## config.mk

```make
export PLATFORM = sky130hd
export DESIGN_NAME = hh2_merge_arbiter
export DESIGN_NICKNAME = d
export VERILOG_FILES = /design/src/rtl/hh2_merge_arbiter.sv
export SDC_FILE = /design/constraint.sdc
export NUM_CORES = 1
export LEC_CHECK = 0
export CAP_MARGIN = 20
export CORE_UTILIZATION = 34
export DETAILED_ROUTE_END_ITERATION = 8
export HOLD_SLACK_MARGIN = 0.06
export PLACE_DENSITY_LB_ADDON = 0.05
export SETUP_SLACK_MARGIN = 0.3
export SYNTH_ARGS = -nofsm -noshare
export SYNTH_HDL_FRONTEND = slang
export SYNTH_SLANG_ARGS = --single-unit
```

## constraint.sdc

```tcl
create_clock -name CLK -period 2.62 [get_ports CLK]
set_input_delay 0.786 -clock CLK [delete_from_list [all_inputs] [get_ports CLK]]
set_output_delay 0.786 -clock CLK [all_outputs]
set_load 0.05 [all_outputs]
```

## src/rtl/hh2_merge_arbiter.sv

```systemverilog
// Two-input token merge arbiter with a one-entry output slot.
// Burst-limited round-robin between In1 and In2; idle arbitration favours the input not served last.
module hh2_merge_arbiter #(
  parameter int WIDTH = 16,
  parameter int BURST = 4
) (
  input  logic             CLK,
  input  logic             RESET,
  input  logic [WIDTH-1:0] In1_DATA,
  input  logic             In1_SEND,
  input  logic [15:0]      In1_COUNT,
  output logic             In1_ACK,
  input  logic [WIDTH-1:0] In2_DATA,
  input  logic             In2_SEND,
  input  logic [15:0]      In2_COUNT,
  output logic             In2_ACK,
  output logic [WIDTH-1:0] Out1_DATA,
  output logic             Out1_SEND,
  input  logic             Out1_RDY,
  input  logic             Out1_ACK,
  output logic [15:0]      Out1_COUNT,
  output logic             Out1_SRC
);

  typedef enum logic [1:0] {
    IDLE = 2'd0,
    G1   = 2'd1,
    G2   = 2'd2
  } state_t;

  localparam logic [7:0] BURST_C = 8'(BURST);

  state_t           state_q;
  logic [7:0]       cnt_q;
  logic             last_q;    // 0 = In1 served last, 1 = In2 served last
  logic             valid_q, valid_d;
  logic             src_q, src_d;
  logic [WIDTH-1:0] data_q, data_d;

  logic       slot_free;
  logic       gnt1, gnt2;
  logic       ack1, ack2;
  logic [7:0] cnt_inc;
  logic       burst_done;
  logic       unused_inputs;

  assign unused_inputs = ^{In1_COUNT, In2_COUNT, Out1_ACK};

  assign slot_free  = ~valid_q | Out1_RDY;
  assign cnt_inc    = cnt_q + 8'd1;
  assign burst_done = (cnt_inc >= BURST_C);

  always_comb begin
    gnt1 = 1'b0;
    gnt2 = 1'b0;
    unique case (state_q)
      G1:      gnt1 = 1'b1;
      G2:      gnt2 = 1'b1;
      default: begin
        if (In1_SEND && In2_SEND) begin
          gnt1 = last_q;
          gnt2 = ~last_q;
        end else begin
          gnt1 = In1_SEND;
          gnt2 = In2_SEND;
        end
      end
    endcase
  end

  // Gated by RESET so no handshake can complete while the block is held in reset.
  assign ack1 = RESET & gnt1 & In1_SEND & slot_free;
  assign ack2 = RESET & gnt2 & In2_SEND & slot_free;

  assign In1_ACK    = ack1;
  assign In2_ACK    = ack2;
  assign Out1_SEND  = valid_q & Out1_RDY;
  assign Out1_DATA  = data_q;
  assign Out1_SRC   = src_q;
  assign Out1_COUNT = 16'h1;

  always_comb begin
    valid_d = valid_q;
    data_d  = data_q;
    src_d   = src_q;
    if (ack1) begin
      valid_d = 1'b1;
      data_d  = In1_DATA;
      src_d   = 1'b0;
    end else if (ack2) begin
      valid_d = 1'b1;
      data_d  = In2_DATA;
      src_d   = 1'b1;
    end else if (Out1_RDY) begin
      valid_d = 1'b0;
    end
  end

  always_ff @(posedge CLK or negedge RESET) begin
    if (!RESET) begin
      valid_q <= 1'b0;
      data_q  <= '0;
      src_q   <= 1'b0;
    end else begin
      valid_q <= valid_d;
      data_q  <= data_d;
      src_q   <= src_d;
    end
  end

  // A stalled slot freezes arbitration entirely.
  always_ff @(posedge CLK or negedge RESET) begin
    if (!RESET) begin
      state_q <= IDLE;
      cnt_q   <= 8'd0;
      last_q  <= 1'b1;
    end else if (slot_free) begin
      unique case (state_q)
        IDLE: begin
          if (ack1) begin
            state_q <= G1;
            cnt_q   <= 8'd1;
            last_q  <= 1'b0;
          end else if (ack2) begin
            state_q <= G2;
            cnt_q   <= 8'd1;
            last_q  <= 1'b1;
          end
        end
        G1: begin
          if (In1_SEND) begin
            last_q <= 1'b0;
            if (burst_done) begin
              cnt_q <= 8'd0;
              if (In2_SEND) state_q <= G2;
            end else begin
              cnt_q <= cnt_inc;
            end
          end else if (In2_SEND) begin
            state_q <= G2;
            cnt_q   <= 8'd0;
          end else begin
            state_q <= IDLE;
            cnt_q   <= 8'd0;
          end
        end
        G2: begin
          if (In2_SEND) begin
            last_q <= 1'b1;
            if (burst_done) begin
              cnt_q <= 8'd0;
              if (In1_SEND) state_q <= G1;
            end else begin
              cnt_q <= cnt_inc;
            end
          end else if (In1_SEND) begin
            state_q <= G1;
            cnt_q   <= 8'd0;
          end else begin
            state_q <= IDLE;
            cnt_q   <= 8'd0;
          end
        end
        default: begin
          state_q <= IDLE;
          cnt_q   <= 8'd0;
        end
      endcase
    end
  end

endmodule

```

==> results.yml <==
synthesis:
  synth_top_family_by_area: "simple AND/OR/NAND/NOR gates"
  synth_area_um2: 1670
  yosysSeqAreaShare: 0.436
  synth-compound-area-share: 0.147
  synth-adder-area-share: 0.0375
  synthMuxAreaShare: 0.103
  synth_xor_area_frac: 0
  ys_warn_count: 0
  ys.flop_type: "dfrtp_1"
  synth_area_per_cell_um2: 9.88
  synth-edff-count: 0
  async_reset_ff_frac: 1.00
  synth_cell_types: 40
  yosys.area_share.simple: 0.152
  ys_seq_elements: 29
  synthCells: 169
sta:
  worst_slew_pin_slew_ps: 523
  relSlewSlack: 0.650
  final_hold_viol_count: 0
  skew_ps: 7.01
  setup_violations: 0
  post-route-period-util: 0.921
  totalNegativeSetupSlack_ps: 0
  fmax_ghz: 0.414
  rsz0062_at_grt: "true"
  drv_slew: 0
  period_needed_ps: 2410
  layout_setup_ws_ps: 207
floorplan:
  die_y_um: 72.1
  fp.dieArea_um2: 5190
  dieWidth_um: 72.1
  initial_core_util: 0.353
  ios: 106
  core_um2: 4720
  rows: 25
place:
  dpl.hpwl_mm: 2.84
  place_ws_ps: -198
  placed_area_um2: 2350
  gp_congestion: 0.808
  portBuffers: 56
setup_path:
  crit_buf_inv: 2
  cp_data_required_time_ps: 1830
  cp_top_family: "flip-flops"
  cp-end-kind: "output port"
  worstPathArrival_ps: 1630
  start_kind: "register"
  path_cells: "inv_2, ha_4, nand2b_4, nand2_4, a311oi_4, buf_12"
  slowest_stage: "dfrtp_2"
  slowest_delay_ps: 420
  critPathKind: "reg2out"
  worst-path-max-fanout: 4
global_route:
  grt_start_max_net_pins: 33
  grt_antenna_before_repair: 0
  track_usage: 0.163
  grt_pass1_wl_mm: 6.49
  grt_pass1_vias: 1463
  overflow: 0
finish:
  area_growth_pct: 52.7
  antennaDiodeCount: 0
  nFillCells: 422
  final_layout_size_suffix_gt1_frac: 0.230
  final_util: 0.540
  finish.instance_area_um2: 2550
  most-common-layout-cells: "clkdlybuf4s50_1 (49), dfrtp_1 (27), nor2_1 (21), buf_4 (18), a21oi_1 (17)"
  layout.cells.most_common: "clkdlybuf4s50_1"
  fin_nets: 318
power_and_ir_drop:
  power_w: 0.00305
  power.leakage_nw: 1.10
  max-vdd-ir-drop_mv: 0.546
  p_per_area_nw_per_um2: 1200
clock_network:
  numClockSinks: 29
  clockBufferDepth: 2
  clock_latency_ps: 280
  cts_tree: "built"
  h-tree-depth: 2
  clkTransAtPathRegs_ps: 60
  clockRootBuffer: "clkbuf_8"
  cts_buffers: 5
routing:
  drt_pass1_iterations: 4
  wl_per_cell_um: 12.4
  vias_per_cell: 4.62
  drtIter0Drc: 83
  remaining_drc_errors: 0
  drt-total-wl_mm: 3.85
  num_vias: 1433
  final_antenna_net_count: 0
status:
  status: "finished clean"
worst_hold_path:
  min_path_type: "reg2reg"
flow_run:
  maxCapViolCount: 0
## worst reg2reg max path, delay by kind of cell (launching register included)
| family | cells | cell delay, ps |
|---|---|---|
| flops | 1 | 420 |
| fa+ha+maj | 1 | 160 |
| simple gates | 2 | 230 |
| buf+inv | 4 | 610 |
| compound gates | 3 | 590 |
## layer usage
metal	part of all wire	routed length, µm	GRT usage	vias up
met1	0.40	1530	0.180	674
met4	0.021	80	0.0697	0
met2	0.53	2040	0.291	54
li1	-	-	-	696
met3	0.050	192	0.0472	9
met5	0	0	0	-
## synth_stat cells (2+ instances only)
library cell  number  area, µm²
a32o_1             2       20.0
conb_1             2       7.51
and2_1             7       43.8
buf_4             17        128
a21oi_1           17       85.1
nor3_1             2       10.0
nor2_1            23       86.3
ha_1               5       62.6
nand2b_2           2       17.5
o21ai_0            4       20.0
o31ai_1            2       15.0
mux2i_1           16        160
dfrtp_1           28        701
nand2b_1           2       12.5
clkbuf_1           3       11.3
nand2_1            7       26.3
inv_1              7       26.3
## stage by stage
step	instances	hold slack, ps
global placement	294	485
floorplan	183	470
detailed placement	294	492
global route	310	538
CTS	309	506
finish	310	500
## logic make-up (layout without fill, tap and decap cells)
group / count (synthesis) / in the layout
and+or+nand+nor: 50 / 50
adders and majority gates: 5 / 5
muxes: 17 / 17
AOI/OAI and AO/OA: 36 / 36
other: 2 / 16
DFF: 29 / 29
buffers and inverters: 30 / 90
## registers in the layout, indices dropped and copies added (netlist names)
name,cells
Out1_DATA,16
cnt_q,8
state_q,2
Out1_SRC,1
last_q,1
valid_q,1
## report_power, final
group | total [W] | internal, W | leakage [nW] | switching [W]
logic | 0.00194 | 0.000803 | 0.708 | 0.00114
clock network | 0.000366 | 0.000208 | 0.0443 | 0.000158
registers | 0.000744 | 0.000633 | 0.344 | 0.000111
total | 0.00305 | 0.00164 | 1.10 | 0.00141
## path summary, 6_finish.rpt
check	startpoint	endpoint	slack, ps	depth (start not counted)
max in group asynchronous	RESET	last_q	1640	2
min reg2reg	Out1_SRC	Out1_SRC	500	2
min	Out1_SRC	Out1_SRC	500	2
min in group asynchronous	RESET	valid_q	660	2
max	state_q[1]	In2_ACK	210	6
max reg2reg	state_q[1]	state_q[1]	490	10
## final cells by class
cell class	instances	area, µm²	area share
timing repair buffer	76	739	0.290
tap	67	83.8	0.0329
clock buffer	7	86.3	0.0339
sequential	29	728	0.286
multi-input combinational	124	885	0.347
inverter	7	26.3	0.0103
## timing repair
action | CTS | global route
endpoints found under the setup margin | 19 | 2
hold buffers | 0 | 0
cloned | 0 | 0
pin swaps | 4 | 0
resized for setup | 26 | 0
buffers inserted | 8 | 0
No activity file was read; power rests on OpenSTA's default activity.
